File: src/rtl/alu_exec_stage.sv
// alu_exec_stage -- two-slot execute pipeline stage around an external
// combinational ALU.
//
// Slot A (operand register) captures an issued op and drives the ALU.
// Slot B (result register) captures the ALU result, destination tag and an
// illegal-opcode flag. It presents them to writeback over valid/ready.
// An op accepted in cycle c is loaded into A at the end of c, moves to B at
// the end of c+1, and is visible on out_* during cycle c+2.
//
// Optional feature: define ALU_BYPASS_EN to forward results into the operands
// at accept time. The data comes from the op leaving A (alu_result) or from
// the op held in B (b_result).
//
// Ports:
//   clk, rst          clock, asynchronous active-high reset
//   flush             discard both slots at the next edge; blocks issue
//   in_valid/in_ready issue handshake
//   in_opcode, in_op0, in_op1, in_rd, in_rs0, in_rs1   issued op
//   alu_opcode, alu_operand_0, alu_operand_1   to ALU (from slot A)
//   alu_result        from ALU, same cycle
//   out_valid/out_ready writeback handshake
//   out_result, out_rd, out_we, out_illegal    registered result (slot B)
module alu_exec_stage #(
  parameter int DATA_W = 32,
  parameter int REG_AW = 5
) (
  input  logic              clk,
  input  logic              rst,
  input  logic              flush,
  input  logic              in_valid,
  output logic              in_ready,
  input  logic [5:0]        in_opcode,
  input  logic [DATA_W-1:0] in_op0,
  input  logic [DATA_W-1:0] in_op1,
  input  logic [REG_AW-1:0] in_rd,
  input  logic [REG_AW-1:0] in_rs0,
  input  logic [REG_AW-1:0] in_rs1,
  output logic [5:0]        alu_opcode,
  output logic [DATA_W-1:0] alu_operand_0,
  output logic [DATA_W-1:0] alu_operand_1,
  input  logic [DATA_W-1:0] alu_result,
  output logic              out_valid,
  input  logic              out_ready,
  output logic [DATA_W-1:0] out_result,
  output logic [REG_AW-1:0] out_rd,
  output logic              out_we,
  output logic              out_illegal
);

  // Slot A
  logic              a_valid_reg;
  logic [5:0]        a_opcode_reg;
  logic [DATA_W-1:0] a_op0_reg;
  logic [DATA_W-1:0] a_op1_reg;
  logic [REG_AW-1:0] a_rd_reg;

  // Slot B
  logic              b_valid_reg;
  logic [DATA_W-1:0] b_result_reg;
  logic [REG_AW-1:0] b_rd_reg;
  logic              b_illegal_reg;

  logic              b_free;
  logic              a_adv;
  logic              accept;
  logic              a_illegal;
  logic [DATA_W-1:0] cap_op0;
  logic [DATA_W-1:0] cap_op1;

  assign b_free   = !b_valid_reg || out_ready;
  assign a_adv    = a_valid_reg && b_free;
  assign in_ready = (!a_valid_reg || a_adv) && !flush;
  assign accept   = in_valid && in_ready;

  // Legal opcodes are 0x00-0x04 and 0x06-0x08.
  assign a_illegal = (a_opcode_reg == 6'h05) || (a_opcode_reg > 6'h08);

`ifdef ALU_BYPASS_EN
  logic [REG_AW-1:0] rs_sel [2];
  logic [DATA_W-1:0] op_in  [2];
  logic [DATA_W-1:0] op_fwd [2];

  assign rs_sel[0] = in_rs0;
  assign rs_sel[1] = in_rs1;
  assign op_in[0]  = in_op0;
  assign op_in[1]  = in_op1;

  // The op leaving A this edge is newer than the one in B, so it wins.
  // a_adv already implies a_valid. Register 0 is never forwarded.
  generate
    for (genvar gi = 0; gi < 2; gi++) begin : g_fwd
      assign op_fwd[gi] =
        (a_adv && (a_rd_reg == rs_sel[gi]) && (rs_sel[gi] != '0)) ? alu_result :
        (b_valid_reg && (b_rd_reg == rs_sel[gi]) && (rs_sel[gi] != '0)) ? b_result_reg :
        op_in[gi];
    end
  endgenerate

  assign cap_op0 = op_fwd[0];
  assign cap_op1 = op_fwd[1];
`else
  // Source indices have no function without forwarding.
  logic unused_rs;
  assign unused_rs = ^{in_rs0, in_rs1};

  assign cap_op0 = in_op0;
  assign cap_op1 = in_op1;
`endif

  always_ff @(posedge clk or posedge rst) begin
    if (rst) begin
      a_valid_reg   <= 1'b0;
      a_opcode_reg  <= '0;
      a_op0_reg     <= '0;
      a_op1_reg     <= '0;
      a_rd_reg      <= '0;
      b_valid_reg   <= 1'b0;
      b_result_reg  <= '0;
      b_rd_reg      <= '0;
      b_illegal_reg <= 1'b0;
    end else if (flush) begin
      // Data registers keep their contents; only the valids matter.
      a_valid_reg <= 1'b0;
      b_valid_reg <= 1'b0;
    end else begin
      if (accept) begin
        a_valid_reg  <= 1'b1;
        a_opcode_reg <= in_opcode;
        a_op0_reg    <= cap_op0;
        a_op1_reg    <= cap_op1;
        a_rd_reg     <= in_rd;
      end else if (a_adv) begin
        a_valid_reg <= 1'b0;
      end

      if (a_adv) begin
        b_valid_reg   <= 1'b1;
        b_result_reg  <= alu_result;
        b_rd_reg      <= a_rd_reg;
        b_illegal_reg <= a_illegal;
      end else if (out_ready) begin
        b_valid_reg <= 1'b0;
      end
    end
  end

  assign alu_opcode    = a_opcode_reg;
  assign alu_operand_0 = a_op0_reg;
  assign alu_operand_1 = a_op1_reg;

  assign out_valid   = b_valid_reg;
  assign out_result  = b_result_reg;
  assign out_rd      = b_rd_reg;
  assign out_we      = (b_rd_reg != '0);
  assign out_illegal = b_illegal_reg;

endmodule
File: config.mk
export PLATFORM = sky130hd
export DESIGN_NAME = alu_exec_stage
export DESIGN_NICKNAME = d
export VERILOG_FILES = /design/src/rtl/alu_exec_stage.sv
export SDC_FILE = /design/constraint.sdc
export NUM_CORES = 1
export LEC_CHECK = 0
export BUFFER_PORTS_ARGS = -buffer_cell sky130_fd_sc_hd__buf_2
export CAP_MARGIN = 20
export CORE_ASPECT_RATIO = 0.5
export CORE_MARGIN = 4
export CORE_UTILIZATION = 35
export DETAILED_ROUTE_END_ITERATION = 16
export GPL_ROUTABILITY_DRIVEN = 0
export HOLD_SLACK_MARGIN = 0.12
export PLACE_DENSITY = 0.69
export RECOVER_POWER = 25
export SYNTH_ARGS = -nofsm -noshare
export SYNTH_HDL_FRONTEND = slang
export SYNTH_SLANG_ARGS = --single-unit
File: constraint.sdc
create_clock -name clk -period 6.35 [get_ports clk]
set_input_delay 0 -clock clk [delete_from_list [all_inputs] [get_ports clk]]
set_output_delay 0 -clock clk [all_outputs]
set_load 0.05 [all_outputs]
# ---- Word-level counts from Yosys, hierarchy flattened
# Index checks and enable logic that the tools add are counted.
dict set report word_totals {
  input_bits 122
  register_bits 115
  wordCells 32
  out_inout_bits 111
}
dict set report op_classes {
  n_reduce_logical 14
  bitwise_logic 1
  eq_ne 1
  n_mux 6
  magnitude_cmp 1
}
# cell count
set ops {}
lappend ops {{6-bit by 3-bit == test with 1-bit output (second input constant)} 1}
lappend ops {{6-bit by 4-bit greater-than comparator with 1-bit output (second input constant)} 1}
lappend ops {{1-bit 2-to-1 mux} 6}
lappend ops {{3-bit nonzero test} 2}
lappend ops {{5-bit nonzero test} 1}
lappend ops {{2-bit AND reduction} 2}
lappend ops {{1-bit logical AND} 3}
lappend ops {{1-bit logical NOT} 3}
lappend ops {{1-bit logical OR} 3}
lappend ops {{1-bit inverter} 1}

# ---- Logic depth before layout (Yosys ltp)
# Gate-level depths: netlist of the first run.
dict set report depth {
  word_depth 8
  depth_mapped 5
  mapped_depth_nobuf 3
}

# ---- Worst setup path before layout of the first run
# OpenSTA, ideal clock, no wires.
dict set report synth_path {
  path_kind {register -> register}
  startpoint {reg b_valid_reg (netlist: out_valid)}
  endpoint {reg a_rd_reg[0]}
  t_arrival_ns 1.662
  setup_slack_ns 4.563
  stages_incl_launch_ff 6
  n_path_buf 2
  required_ns 6.225
  setup_time_ns 0.125
  synth_period_minus_slack_ns 1.787
  cell_sequence {dfrtp_1 nor2b_4 a211o_1 buf_6 buf_6 mux2_4}
}
dict set report synth_via {
  elab_chain_len 7
}
# element line
set synth_rtl {}
lappend synth_rtl {{start, declared} 58} ;# logic b_valid_reg;
lappend synth_rtl {{start signal, assigned} 117} ;# b_valid_reg <= 1'b0;
lappend synth_rtl {{start signal, assigned} 124} ;# b_valid_reg <= 1'b0;
lappend synth_rtl {{start signal, assigned} 137} ;# b_valid_reg <= 1'b1;
lappend synth_rtl {{1-bit logical NOT} 70} ;# assign b_free = !b_valid_reg || out_ready;
lappend synth_rtl {{1-bit logical OR} 70}
lappend synth_rtl {{1-bit logical AND} 71} ;# assign a_adv = a_valid_reg && b_free;
lappend synth_rtl {{1-bit logical OR} 72} ;# assign in_ready = (!a_valid_reg || a_adv) && !flush;
lappend synth_rtl {{1-bit logical AND} 72}
lappend synth_rtl {{1-bit logical AND} 73} ;# assign accept = in_valid && in_ready;
lappend synth_rtl {{2-bit AND reduction (no line)} --}
lappend synth_rtl {{end signal, assigned} 131} ;# a_rd_reg <= in_rd;
lappend synth_rtl {{end, declared} 55} ;# logic [REG_AW-1:0] a_rd_reg;
# Every way passes these cells.
# A chain may end at the register's enable or synchronous reset.

# ---- Worst setup path in the final report of the first run
dict set report layout_path {
  startpoint {reg b_valid_reg (netlist: out_valid)}
  endpoint {reg a_op0_reg[15] (netlist: alu_operand_0[15])}
}
dict set report layout_via {
  elab_chain_len 7
}
# element line
set layout_rtl {}
lappend layout_rtl {{1-bit logical NOT} 70}
lappend layout_rtl {{1-bit logical OR} 70}
lappend layout_rtl {{1-bit logical AND} 71}
lappend layout_rtl {{1-bit logical OR} 72}
lappend layout_rtl {{1-bit logical AND} 72}
lappend layout_rtl {{1-bit logical AND} 73}
lappend layout_rtl {{2-bit AND reduction (no line)} --}
lappend layout_rtl {{end signal, assigned} 129} ;# a_op0_reg <= cap_op0;
lappend layout_rtl {{end, declared} 53} ;# logic [DATA_W-1:0] a_op0_reg;
# Every way passes these cells.

==> out/summary.txt, run 1 <==
outcome - complete, but fails checks
violated checks - max-capacitance violations, max-slew violations
Cell variety after synth - 18
die height - 88.5 um
unrepaired setup endpoints after global routing - false
ANT nets after route - 0
grt ovf - 0
clk slew on worst S/H paths - 0.05 ns
Net count, final - 723
DR WL/cell - 16.5 um
Clock Skew - 0.00868 ns
crit path max fanout - 47
Seq/Total Area, Yosys - 63.5%
TritonCTS Buffers - 17
placed insts - 640
pin count of the biggest net entering global routing - 77
Yosys reg bits - 115
chip width - 169 um
drt total wl - 12.9 mm
final slew viol count - 41
Synth top area share - 63.5%
effective utilization at floorplan - 35.8%
Max-Cap Viols - 1
IO Pins - 233
Fin Setup TNS - 0 ns
routed vias/inst - 4.47
via count - 3501
Max Root-Sink Buffers - 2
CTS sink count - 115
CP endpoint kind - flip-flop
Critical Path Slowest Stage Cell - buf_4
FP Rows - 29
antenna violations before repair - 1
syn_nets - 380
Total Routing Usage GR - 17.0%
Peak supply drop - 148 uV
CP bufs+invs - 1
critical path class - reg2reg
area leader, netlist - dfrtp_1
DRC violations left - 0
asr flop ratio synth - 100%
YS warnings - 0
Post-CTS Resized - 0
crit path time final - 2.39 ns
Most used DFF post-synth - dfrtp_1
Syn Std Cell Area - 4530 um^2
register area - 2880 um^2
drt first pass iters - 4
Worst Max-Slew Pin Slew - 1.75 ns
top post-synthesis cells by area - dfrtp_1 (63%), mux2_4 (17%), mux2_2 (15%)
LEAKAGE - 0.00359 uW
Area Growth Syn to Fin - 63.5%
Final Cycle Share - 37.6%
Clock Root Buffer - clkbuf_16
share of cells above drive strength 1 - 52.5%
PortBufs - 222
Critical Path Start Type - flip-flop
CP Cell Sequence - nor2b_4, a211o_4, buf_4, mux2_2
Worst R2R Setup Slack - 3.96 ns
Power Total - 2700 uW
first-pass GRT wire length - 19.8 mm
post-detail-place hpwl - 7.88 mm
Final Setup Violations - 0
cell family with most CP delay - buffers and inverters
Final Hold Fails - 0
Core Footprint - 12700 um^2
Critical Path Max Stage Delay - 0.68 ns
Fillers - 1004
fin cells - 783
Required @ worst endpoint - 6.62 ns
die area - 14900 um^2
cell with the most instances after synthesis - dfrtp_1
Fmax - 419 MHz
Multi-input gate area - 1570 um^2
CTS tree - yes
crit path DAT - 2.66 ns
pwr dens - 364 nW/um^2
H-tree Lvls - 4
worst relative slew slack - -17.6%
vias in the first global route - 3893
initial DRC count - 129
Avg Cell Area, Syn - 17.6 um^2
Mapped Cells - 258
Hold WC Path Type - in2reg
most frequent cells after synthesis - dfrtp_1 (115), mux2_2 (62), mux2_4 (50)
worst skew pair latency - 0.40 ns
EDFF count, synth - 0
[logic make-up (layout without fill, tap and decap cells)]
family / count (synthesis) / count (layout) / synth area share (%)
simple gates: 11 / 11 / 1.32
other cells: 0 / 1 / 0
mux: 112 / 112 / 32.0
compound gates: 6 / 6 / 0.911
buf+inv: 14 / 368 / 2.32
flops: 115 / 115 / 63.5
[timing repair]
action,CTS,global route
endpoints found under the setup margin,0,0
buffers inserted,0,0
endpoints found under the hold margin,148,0
hold buffers,112,0
[cell usage in the layout, fill, tap and decap left out, types with 2 or more instances in the layout]
cell type / synthesis / layout
clkinv_2: 0 / 4
clkbuf_8: 0 / 5
dfrtp_1: 115 / 115
dlygate4sd3_1: 0 / 112
buf_2: 6 / 176
nor2_1: 5 / 4
a21oi_1: 2 / 2
mux2_2: 62 / 62
buf_4: 0 / 2
mux2_4: 50 / 50
clkbuf_1: 0 / 49
clkbuf_16: 0 / 17
[through the flow]
step                      setup slack, ns  hold WS, ns  utilization, %  area [um^2]
after CTS                            3.96        0.128            59.0         7470
after detailed placement             3.98       0.0723            45.7         5790
after floorplan                      3.31       0.0664               -         4530
after global placement               4.01       0.0672            45.7         5790
final                                3.96        0.143            58.5         7410
after global routing                 3.65        0.178            58.5         7410
[cell type report]
| cell class | instances | area share (%) |
|---|---|---|
| Sequential cell | 115 | 38.8 |
| Timing Repair Buffer | 336 | 29.5 |
| Multi-Input combinational cell | 129 | 21.1 |
| Clock buffer | 25 | 6.82 |
| Tap cell | 170 | 2.87 |
| Clock inverter | 5 | 0.675 |
| Inverter | 2 | 0.118 |
| Antenna cell | 1 | 0.0338 |
[per-layer routing]
layer	global-route usage (%)	part of all wire, %	vias to the layer above
li1	-	-	1599
met5	0	0	-
met4	7.88	2.2	0
met3	3.70	3.3	22
met1	17.1	36	1788
met2	34.1	58	92
[worst min-delay path: cells and delay by family]
kind,cells,cell delay (ns)
AOI/OAI and AO/OA,1,0.10
buffers and inverters,1,0.10
and+or+nand+nor,2,0.30
[final timing paths]
kind / cells after the start / endpoint / start
max: 4 / alu_operand_0[15]$_DFFE_PP0P_ / out_valid$_DFFE_PP0P_
min: 4 / out_illegal$_DFFE_PP0P_ / out_ready
max reg2reg: 4 / alu_operand_0[15]$_DFFE_PP0P_ / out_valid$_DFFE_PP0P_
min reg2reg: 1 / out_rd[0]$_DFFE_PP0P_ / a_rd_reg[0]$_DFFE_PP0P_
max in group asynchronous: 4 / alu_operand_0[25]$_DFFE_PP0P_ / rst
min in group asynchronous: 3 / alu_operand_1[14]$_DFFE_PP0P_ / rst
[report_power, final]
group          switching [uW]  total, uW  internal [uW]
registers                73.6        935            861
logic                     596        868            272
clock network             312        895            583
No activity file was read; power rests on OpenSTA's default activity.
==> run 2: changes to the inputs <==
PLACE_DENSITY = 0.72   (was 0.69)
clock period = 2.15 ns   (was 6.35 ns; I/O delays follow)
==> run 2 against run 1 <==
Effect of this change:
- the run still ends with max-capacitance violations, max-slew violations left
- worst hold slack better by 0.018 ns
- non-clock buffer count rose by 4
- maximum frequency is 38% higher
- sequential cell count unchanged
- critical path depth unchanged
- die area unchanged
- core utilization up 0.44 points
- register-to-register slack worse by 3.5 ns
- power rose to 2.9 times the previous value
==> out/summary.txt, run 2 (same netlist as run 1, synthesis figures left out) <==
worst skew pair latency - 0.40 ns
crit path max fanout - 19
vias in the first global route - 3962
die height - 88.5 um
via count - 3530
Clock Root Buffer - clkbuf_16
initial DRC count - 75
Final Cycle Share - 80.3%
drt total wl - 13.6 mm
Fillers - 987
chip width - 169 um
reg2reg start - out_valid$_DFFE_PP0P_
commonest non-fill, non-tap cell in the layout - buf_2
most frequent cells in the layout - buf_2 (167), dfrtp_1 (115), dlygate4sd3_1 (112)
Clock Skew - 0.00814 ns
CP Cell Sequence - nor2b_4, a211o_4, buf_4, mux2_4
pin count of the biggest net entering global routing - 48
worst slack, placed - 0.448 ns
placed insts - 644
crit path capture - a_rd_reg[2]$_DFFE_PP0P_
final slew viol count - 32
Power Total - 7930 uW
effective utilization at floorplan - 35.8%
Area Growth Syn to Fin - 64.8%
Hold WC Path Type - in2reg
grt ovf - 0
crit path DAT - 2.00 ns
RR Endpoint - a_rd_reg[2]$_DFFE_PP0P_
Total Routing Usage GR - 18.0%
antenna violations before repair - 1
pwr dens - 1060 nW/um^2
Final WS setup - 0.423 ns
CP Launch Point - out_valid$_DFFE_PP0P_
violated checks - max-capacitance violations, max-slew violations
worst relative slew slack - -6.85%
Worst Max-Slew Pin Slew - 1.59 ns
Required @ worst endpoint - 2.42 ns
DRC violations left - 0
Critical Path Slowest Stage Cell - a211o_4
crit path time final - 1.73 ns
first-pass GRT wire length - 20.7 mm
fin cells - 788
PortBufs - 222
Final Hold Fails - 0
CP endpoint kind - flip-flop
unrepaired setup endpoints after global routing - false
DR WL/cell - 17.3 um
CTS sink count - 115
LEAKAGE - 0.00360 uW
Critical Path Max Stage Delay - 0.39 ns
ANT nets after route - 0
Peak supply drop - 484 uV
Fin Setup TNS - 0 ns
TritonCTS Buffers - 17
FP Rows - 29
Final Setup Violations - 0
share of cells above drive strength 1 - 50.9%
clk slew on worst S/H paths - 0.05 ns
outcome - complete, but fails checks
Fmax - 579 MHz
post-detail-place hpwl - 8.10 mm
critical path class - reg2reg
Core Footprint - 12700 um^2
routed vias/inst - 4.48
H-tree Lvls - 4
die area - 14900 um^2
Net count, final - 727
Max-Cap Viols - 1
Critical Path Start Type - flip-flop
drt first pass iters - 4
Reg2Reg Depth - 4
CTS tree - yes
Worst R2R Setup Slack - 0.42 ns
Hold Worst Slack - 0.161 ns
Max Root-Sink Buffers - 2
IO Pins - 233
-- run 2: how the worst min path moves through the flow --
stage	start	end	slack, ns	cells after the start
finish	out_ready	out_illegal$_DFFE_PP0P_	0.16	4
global route	out_ready	out_illegal$_DFFE_PP0P_	0.17	4
CTS	out_ready	out_illegal$_DFFE_PP0P_	0.13	4
detailed placement	rst	alu_operand_1[15]$_DFFE_PP0P_	0.18	2
global placement	rst	alu_operand_1[17]$_DFFE_PP0P_	0.19	2
floorplan	flush	a_valid_reg$_DFFE_PP0P_	0.07	1
-- run 2: per-stage QoR --
step	area, um^2	utilization, %
after floorplan	4540	-
after global placement	5890	46.5
after detailed placement	5890	46.5
after CTS	7540	59.5
after global routing	7470	59.0
final	7470	59.0
-- run 2: layout make-up --
cell class / count / area [um^2] / share of cell area, %
antenna: 1 / 2.50 / 0.0335
multi-input combinational: 129 / 1570 / 21.0
sequential: 115 / 2880 / 38.5
clock inverter: 6 / 55.1 / 0.737
inverter: 2 / 8.76 / 0.117
timing repair buffer: 340 / 2270 / 30.4
clock buffer: 25 / 475 / 6.37
tap: 170 / 213 / 2.85
-- run 2: layer usage --
layer  routed length [um]  track usage (%)  share of wire [%]
met4                  410             8.39                3.0
met2                 7900             35.7                 58
met3                  512             4.69                3.8
met1                 4790             17.9                 35
met5                    0                0                  0
-- run 2: power breakdown --
group / internal [uW] / total [uW] / switching [uW]
Combinational: 811 / 2590 / 1780
Clock: 1630 / 2570 / 937
Sequential: 2540 / 2770 / 226
-- run 2: what timing repair did --
item | in CTS | in global routing
endpoints found under the hold margin | 140 | 0
hold buffers | 112 | 0
setup buffers | 0 | 0
resized for setup | 0 | 0
setup endpoints to repair | 0 | 0
-- run 2: critical path: cells and delay by family (launching register included) --
kind                   cells  cell delay, ns
AND/OR/NAND/NOR            1            0.24
AO/OA/AOI/OAI              1            0.39
multiplexers               1            0.32
flip-flops                 1            0.34
buffers and inverters      1            0.30
